## config.mk

```make
export PLATFORM = sky130hd
export DESIGN_NAME = uart_rx_fifo_flat
export DESIGN_NICKNAME = d
export VERILOG_FILES = /design/src/rtl/uart_pkg.sv /design/src/rtl/uart_rx_fifo_if.sv /design/src/rtl/uart_sync_fifo.sv /design/src/rtl/uart_rx_fifo.sv /design/src/flat_wrapper.sv
export SDC_FILE = /design/constraint.sdc
export NUM_CORES = 1
export LEC_CHECK = 0
export ABC_CLOCK_PERIOD_IN_PS = 3490
export CORE_MARGIN = 2
export CORE_UTILIZATION = 30
export CTS_BUF_LIST = sky130_fd_sc_hd__clkbuf_2
export DETAILED_ROUTE_END_ITERATION = 10
export PLACE_DENSITY = 0.53
export SYNTH_ARGS = -nofsm -noshare
export SYNTH_HDL_FRONTEND = slang
export SYNTH_SLANG_ARGS = --single-unit
```

## constraint.sdc

```tcl
create_clock -name clk -period 3.49 [get_ports clk]
set_clock_uncertainty 0.1 [all_clocks]
set_input_delay 0.5235 -clock clk [delete_from_list [all_inputs] [get_ports clk]]
set_output_delay 0.5235 -clock clk [all_outputs]
set_load 0.02 [all_outputs]
```

## src/rtl/uart_pkg.sv

```systemverilog
// Shared types and helpers for the buffered UART receiver.
// Receiver states, parity mode encodings and the baud divisor.
package uart_pkg;

  typedef enum logic [2:0] {
    IDLE   = 3'd0,
    START  = 3'd1,
    DATA   = 3'd2,
    PARITY = 3'd3,
    STOP   = 3'd4,
    BREAK  = 3'd5
  } rx_state_t;

  localparam logic [1:0] PAR_NONE = 2'b00;
  localparam logic [1:0] PAR_EVEN = 2'b01;
  localparam logic [1:0] PAR_ODD  = 2'b10;

  function automatic int calc_div(
    input int clk_freq,
    input int baud_rate,
    input int oversample
  );
    return clk_freq / (baud_rate * oversample);
  endfunction

endpackage

```

## src/rtl/uart_rx_fifo_if.sv

```systemverilog
// Read-side valid/ready port of the buffered UART receiver.
// The receiver is the master; the consumer is the slave.
interface uart_rx_fifo_if #(
  parameter int DATA_BITS = 8
);

  logic [DATA_BITS-1:0] out_data;
  logic                 out_frame_err;
  logic                 out_parity_err;
  logic                 out_valid;
  logic                 out_ready;

  modport master (
    output out_data,
    output out_frame_err,
    output out_parity_err,
    output out_valid,
    input  out_ready
  );

  modport slave (
    input  out_data,
    input  out_frame_err,
    input  out_parity_err,
    input  out_valid,
    output out_ready
  );

endinterface

```

## src/rtl/uart_sync_fifo.sv

```systemverilog
// First-word-fall-through FIFO with valid/ready read port.
// A push into a full FIFO is accepted only if a pop happens alongside.
module uart_sync_fifo #(
  parameter int WIDTH = 10,
  parameter int DEPTH = 16
) (
  input  logic                     clk,
  input  logic                     rst,
  input  logic                     push,
  input  logic [WIDTH-1:0]         push_data,
  output logic [WIDTH-1:0]         head,
  output logic                     valid,
  input  logic                     ready,
  output logic [$clog2(DEPTH):0]   count,
  output logic                     drop
);

  localparam int AW = $clog2(DEPTH);
  localparam logic [AW-1:0] PONE = AW'(1);
  localparam logic [AW:0]   CONE = (AW+1)'(1);
  localparam logic [AW:0]   CFULL = (AW+1)'(DEPTH);

  logic [WIDTH-1:0] mem [DEPTH];
  logic [AW-1:0]    wptr;
  logic [AW-1:0]    rptr;
  logic             full;
  logic             pop;
  logic             wr;

  assign valid = count != '0;
  assign full  = count == CFULL;
  assign pop   = valid && ready;
  assign wr    = push && (!full || pop);
  assign drop  = push && full && !pop;
  assign head  = mem[rptr];

  always_ff @(posedge clk) begin
    if (rst) begin
      wptr  <= '0;
      rptr  <= '0;
      count <= '0;
      for (int i = 0; i < DEPTH; i++)
        mem[i] <= '0;
    end else begin
      if (wr) begin
        mem[wptr] <= push_data;
        wptr      <= wptr + PONE;
      end
      if (pop)
        rptr <= rptr + PONE;
      if (wr && !pop)
        count <= count + CONE;
      else if (pop && !wr)
        count <= count - CONE;
    end
  end

endmodule

```

## src/rtl/uart_rx_fifo.sv

```systemverilog
// Oversampling UART receiver with majority vote, parity and
// framing checks, buffered through a FWFT FIFO.
module uart_rx_fifo
  import uart_pkg::*;
#(
  parameter int CLK_FREQ   = 50_000_000,
  parameter int BAUD_RATE  = 9600,
  parameter int OVERSAMPLE = 16,
  parameter int DATA_BITS  = 8,
  parameter int FIFO_DEPTH = 16
) (
  input  logic                          clk,
  input  logic                          rst,
  input  logic                          rx,
  input  logic [1:0]                    parity_mode,
  uart_rx_fifo_if.master                bus,
  output logic [$clog2(FIFO_DEPTH):0]   fifo_count,
  output logic                          overflow,
  input  logic                          clr_overflow,
  output logic                          rx_busy
);

  localparam int DIV = calc_div(CLK_FREQ, BAUD_RATE, OVERSAMPLE);
  localparam int TW  = (DIV > 1) ? $clog2(DIV) : 1;
  localparam int SW  = $clog2(OVERSAMPLE);
  localparam int BW  = $clog2(DATA_BITS);
  localparam int FW  = DATA_BITS + 2;

  localparam logic [TW-1:0] T_ONE  = TW'(1);
  localparam logic [TW-1:0] T_LAST = TW'(DIV - 1);
  localparam logic [SW-1:0] S_ONE  = SW'(1);
  localparam logic [SW-1:0] S_LAST = SW'(OVERSAMPLE - 1);
  localparam logic [SW-1:0] S_LO   = SW'(OVERSAMPLE / 2 - 1);
  localparam logic [SW-1:0] S_MID  = SW'(OVERSAMPLE / 2);
  localparam logic [SW-1:0] S_HI   = SW'(OVERSAMPLE / 2 + 1);
  localparam logic [BW-1:0] B_ONE  = BW'(1);
  localparam logic [BW-1:0] B_LAST = BW'(DATA_BITS - 1);

  if (DIV < 1) begin : g_bad_div
    $error("uart_rx_fifo: baud divisor below 1");
  end

  logic [1:0]           sync;
  logic                 rxs;
  logic [TW-1:0]        tcnt;
  logic                 tick;
  logic [SW-1:0]        scnt;
  logic                 v_lo;
  logic                 v_mid;
  logic                 vote;
  logic                 decide;
  logic                 start_det;
  rx_state_t            state;
  logic [1:0]           mode;
  logic                 par_en;
  logic [DATA_BITS-1:0] shift;
  logic [BW-1:0]        bcnt;
  logic                 perr;
  logic                 push;
  logic [FW-1:0]        push_data;
  logic [FW-1:0]        head;
  logic                 drop;

  assign rxs = sync[1];

  always_ff @(posedge clk) begin
    if (rst)
      sync <= 2'b11;
    else
      sync <= {sync[0], rx};
  end

  assign tick = tcnt == T_LAST;

  always_ff @(posedge clk) begin
    if (rst)
      tcnt <= '0;
    else
      tcnt <= tick ? '0 : tcnt + T_ONE;
  end

  assign start_det = (state == IDLE) && tick && !rxs;
  assign decide    = tick && (scnt == S_HI);
  assign vote      = (v_lo & v_mid) | (v_lo & rxs) | (v_mid & rxs);

  // Detection tick is count 0, so decisions land near mid-bit.
  always_ff @(posedge clk) begin
    if (rst) begin
      scnt  <= '0;
      v_lo  <= 1'b1;
      v_mid <= 1'b1;
    end else begin
      if (start_det)
        scnt <= '0;
      else if (tick)
        scnt <= (scnt == S_LAST) ? '0 : scnt + S_ONE;
      if (tick && scnt == S_LO)
        v_lo <= rxs;
      if (tick && scnt == S_MID)
        v_mid <= rxs;
    end
  end

  assign par_en = (mode == PAR_EVEN) || (mode == PAR_ODD);

  always_ff @(posedge clk) begin
    if (rst) begin
      state   <= IDLE;
      mode    <= PAR_NONE;
      shift   <= '0;
      bcnt    <= '0;
      perr    <= 1'b0;
      rx_busy <= 1'b0;
    end else begin
      rx_busy <= state != IDLE;
      unique case (state)
        IDLE: if (start_det) begin
          state <= START;
          mode  <= parity_mode;
          bcnt  <= '0;
          perr  <= 1'b0;
        end
        START: if (decide)
          state <= vote ? IDLE : DATA;
        DATA: if (decide) begin
          shift <= {vote, shift[DATA_BITS-1:1]};
          if (bcnt == B_LAST)
            state <= par_en ? PARITY : STOP;
          else
            bcnt <= bcnt + B_ONE;
        end
        PARITY: if (decide) begin
          perr  <= (^shift ^ vote) != (mode == PAR_ODD);
          state <= STOP;
        end
        STOP: if (decide)
          state <= vote ? IDLE : BREAK;
        BREAK: if (rxs)
          state <= IDLE;
        default: state <= IDLE;
      endcase
    end
  end

  assign push      = (state == STOP) && decide;
  assign push_data = {perr, ~vote, shift};

  uart_sync_fifo #(
    .WIDTH (FW),
    .DEPTH (FIFO_DEPTH)
  ) u_fifo (
    .clk       (clk),
    .rst       (rst),
    .push      (push),
    .push_data (push_data),
    .head      (head),
    .valid     (bus.out_valid),
    .ready     (bus.out_ready),
    .count     (fifo_count),
    .drop      (drop)
  );

  assign bus.out_data       = head[DATA_BITS-1:0];
  assign bus.out_frame_err  = head[DATA_BITS];
  assign bus.out_parity_err = head[DATA_BITS+1];

  always_ff @(posedge clk) begin
    if (rst)
      overflow <= 1'b0;
    else if (drop)
      overflow <= 1'b1;
    else if (clr_overflow)
      overflow <= 1'b0;
  end

endmodule

```

## src/flat_wrapper.sv

```systemverilog
// flat-port wrapper written by rule: the top's interface ports become plain ports
module uart_rx_fifo_flat import uart_pkg::*;
#(
  parameter int CLK_FREQ   = 50_000_000,
  parameter int BAUD_RATE  = 9600,
  parameter int OVERSAMPLE = 16,
  parameter int DATA_BITS  = 8,
  parameter int FIFO_DEPTH = 16
)
  (clk, rst, rx, parity_mode, fifo_count, overflow, clr_overflow, rx_busy, bus_out_data, bus_out_frame_err, bus_out_parity_err, bus_out_valid, bus_out_ready);
  uart_rx_fifo_if #(.DATA_BITS(DATA_BITS)) bus_i ();
  input  logic clk;
  input  logic rst;
  input  logic rx;
  input  logic [1:0] parity_mode;
  output logic [$clog2(FIFO_DEPTH):0] fifo_count;
  output logic overflow;
  input  logic clr_overflow;
  output logic rx_busy;
  output wire logic [$bits(bus_i.out_data)-1:0] bus_out_data;
  output wire logic [$bits(bus_i.out_frame_err)-1:0] bus_out_frame_err;
  output wire logic [$bits(bus_i.out_parity_err)-1:0] bus_out_parity_err;
  output wire logic [$bits(bus_i.out_valid)-1:0] bus_out_valid;
  input wire logic [$bits(bus_i.out_ready)-1:0] bus_out_ready;
  assign bus_out_data = bus_i.out_data;
  assign bus_out_frame_err = bus_i.out_frame_err;
  assign bus_out_parity_err = bus_i.out_parity_err;
  assign bus_out_valid = bus_i.out_valid;
  assign bus_i.out_ready = bus_out_ready;
  uart_rx_fifo #(.CLK_FREQ(CLK_FREQ), .BAUD_RATE(BAUD_RATE), .OVERSAMPLE(OVERSAMPLE), .DATA_BITS(DATA_BITS), .FIFO_DEPTH(FIFO_DEPTH)) u_core (.clk(clk), .rst(rst), .rx(rx), .parity_mode(parity_mode), .bus(bus_i), .fifo_count(fifo_count), .overflow(overflow), .clr_overflow(clr_overflow), .rx_busy(rx_busy));
endmodule
```

==> flow_summary.ini <==
[critical_path]
setup.worst_path.class = reg2out
crit_required_ps = 2870
endpoint_kind = output port
reg2reg_from = u_core.u_fifo.count[0]
start_kind = flip-flop
r2r_cells = 11
cp-endpoint = bus_out_data[2]
r2r_slack_ps = 400
r2r_end = u_core.u_fifo.count[4]
cp_max_fo = 10
worst-endpoint-arrival_ps = 2750

[clocking]
clock_latency_ps = 830
cts_max_level = 2
cts_inserted_buffers = 56
cts_tree = built
clk_path_buf_depth = 3
cts_sinks = 213
cts_root_buffer = clkbuf_2
clk_pin_slew_worst_paths_ps = 90

[sta]
final.period_utilization_pct = 96.6
slew_violations = 0
setup_viol = 0
rsz0062_at_grt = yes
tightest_slew_ps = 905
period_minus_slack_ps = 3370
relSlewSlack_pct = 39.6
timing.fmax_mhz = 296
setup_tns_ps = 0
setup_slack_ps = 117
hold_viol = 0

[yosys]
ys_seq_area_share_pct = 60.0
ys_seq_elements = 213
netlist_area_sq_um = 9770
async_flop_share_pct = 0
synthCells = 751
synth_cell_type_count = 63
synth_edf_count = 160
syn_avg_cell_area_sq_um = 13.0
ys.flop_type = edfxtp_1
syn_nets = 776
yosysWarnings = 0

[place]
post-place-cells = 1173
dp_hpwl_microns = 14200
post-place-ws_ps = 189
place_congestion = 0.735
io_buffers = 24

[detailed_routing]
post-route-drc-count = 0
postRouteWirelength_microns = 23100
postRouteAntennaNets = 0
num_vias = 5997
drt_first_pass_iters = 5
routed_via_density = 4.69
drtIter0Drc = 425
wire_per_inst_microns = 18.0

[finish]
instances_no_fill = 1280
n_fill_cell = 3254
post-route-util_pct = 34.0
layout.nets = 821
area_delta_synth_final_pct = 12.3
drive_gt1_share_pct = 25.7

[die]
num_io_pins = 25
die_h_microns = 184
die_w_microns = 184
core-area_sq_um = 32300
start_util_pct = 30.3
dieArea_sq_um = 34000
rows = 66

[grt]
grt_pass1_vias = 6182
grt_usage_pct = 14.2
grt_max_degree = 41
antenna_found_initial = 1
grt_overflow_total = 0
grt_pass1_wl_microns = 36400

[job]
drv_cap = 0

[outcome]
status = completed

[power]
p_per_area_nw_per_um2 = 434
ir_drop_mv = 0.185
p_leak_uw = 0.00355

[hold_path]
hp-class = in2reg
cells in the mapped netlist (2+ instances only):
| library cell | number | share of area (%) |
|---|---|---|
| nand2_1 | 43 | 1.7 |
| nand3b_1 | 5 | 0.38 |
| or3b_4 | 4 | 0.46 |
| buf_1 | 7 | 0.27 |
| clkdlybuf4s25_2 | 5 | 0.51 |
| nand4_1 | 2 | 0.13 |
| nand3_2 | 2 | 0.20 |
| dfxtp_1 | 53 | 11 |
| nor4_1 | 2 | 0.13 |
| a21oi_1 | 23 | 1.2 |
| clkbuf_8 | 2 | 0.28 |
| and3_1 | 2 | 0.13 |
| a21o_1 | 2 | 0.15 |
| a41o_1 | 4 | 0.41 |
| clkbuf_1 | 23 | 0.88 |
| or2b_2 | 5 | 0.45 |
| o21ai_0 | 5 | 0.26 |
| or4_1 | 2 | 0.15 |
| or3_1 | 4 | 0.26 |
| edfxtp_1 | 160 | 49 |
| inv_1 | 12 | 0.46 |
| a31o_2 | 12 | 1.1 |
| buf_2 | 11 | 0.56 |
| xnor2_1 | 13 | 1.2 |
| ha_1 | 17 | 2.2 |
| nor2b_1 | 3 | 0.19 |
| nor2_1 | 189 | 7.3 |
| nand2b_1 | 8 | 0.51 |
| buf_4 | 2 | 0.15 |
| nand3_1 | 13 | 0.67 |
| mux4_2 | 50 | 12 |
| mux2i_1 | 6 | 0.61 |
| xor2_1 | 11 | 0.99 |
| nor2_2 | 4 | 0.26 |
| nor3_1 | 5 | 0.26 |
| or2_2 | 4 | 0.26 |
| o211ai_1 | 3 | 0.23 |
| buf_6 | 8 | 0.92 |
cell families after synthesis:
logic type / count (synthesis) / synth area share [%]
buf+inv: 71 / 4.15
xor+xnor: 25 / 2.38
simple gates: 308 / 14.6
flops: 213 / 60.0
fa+ha+maj: 19 / 2.48
mux: 57 / 12.3
compound gates: 58 / 4.10
per-layer routing:
| layer | track usage, % | vias up | routed length (microns) |
|---|---|---|---|
| met5 | 0 | - | 0 |
| met4 | 4.67 | 0 | 529 |
| met3 | 2.83 | 45 | 1100 |
| met2 | 23.2 | 140 | 11100 |
| met1 | 19.0 | 2969 | 10300 |
| li1 | - | 2843 | - |
critical path: stages, from the launching register on:
cell	delay, ps
dfxtp_4	360
buf_12	110
buf_12	110
buf_16	150
mux4_2	530
mux4_2	480
buf_2	180
state kept, by name, indices dropped and copies added, names as in the netlist, 2 cells and up, named ones only:
| signal | flops |
|---|---|
| u_core.u_fifo.mem | 160 |
| u_core.tcnt | 9 |
| u_core.shift | 8 |
| u_core.u_fifo.count | 5 |
| u_core.scnt | 4 |
| u_core.u_fifo.rptr | 4 |
| u_core.u_fifo.wptr | 4 |
| u_core.bcnt | 3 |
| u_core.state | 3 |
| u_core.mode | 2 |
| u_core.sync | 2 |
cells in the final DEF (no fill, tap or decap), types with 14 or more instances in the layout:
cell      count
a21oi_1      23
buf_4        14
clkbuf_2     87
dfxtp_1      51
edfxtp_1    160
ha_1         17
mux4_2       50
nand2_1      43
nor2_1      189
stage by stage:
step                      total power [uW]  hold slack (ps)  instance area (sq um)
after floorplan                       2990              289                   9770
after global placement                3060              301                  10400
after detailed placement              3060              303                  10400
after CTS                             4830             40.8                  11000
after global routing                  4990             61.0                  11000
final                                 4760              147                  11000
where the power goes:
group	leakage, uW	internal (uW)	total, uW	switching [uW]
combinational	0.00121	64.4	160	96.1
sequential	0.00195	2810	2830	26.6
clock	0.000398	735	1770	1030
how the worst min path moves through the flow:
stage,startpoint,endpoint,cells past startpoint
floorplan,u_core.sync[0],u_core.sync[1],1
global placement,u_core.sync[0],u_core.sync[1],1
detailed placement,u_core.sync[0],u_core.sync[1],1
CTS,parity_mode[0],u_core.mode[0],3
global route,parity_mode[0],u_core.mode[0],3
finish,parity_mode[0],u_core.mode[0],3
what timing repair did:
action / CTS / global route
hold buffers: 1 / 0
resized for setup: 47 / 0
buffers inserted: 3 / 0
cloned: 3 / 0
setup endpoints to repair: 10 / 1
endpoints found under the hold margin: 2 / 0
cell type report:
type	count	area (sq um)	area share (%)
sequential	213	5870	53.5
timing repair buffer	46	485	4.42
clock buffer	87	435	3.97
clock inverter	12	81.3	0.741
antenna	1	2.50	0.0228
inverter	12	45.0	0.410
multi-input combinational	467	3500	31.9
tap	442	553	5.04
(Power assumes the default switching activity.)
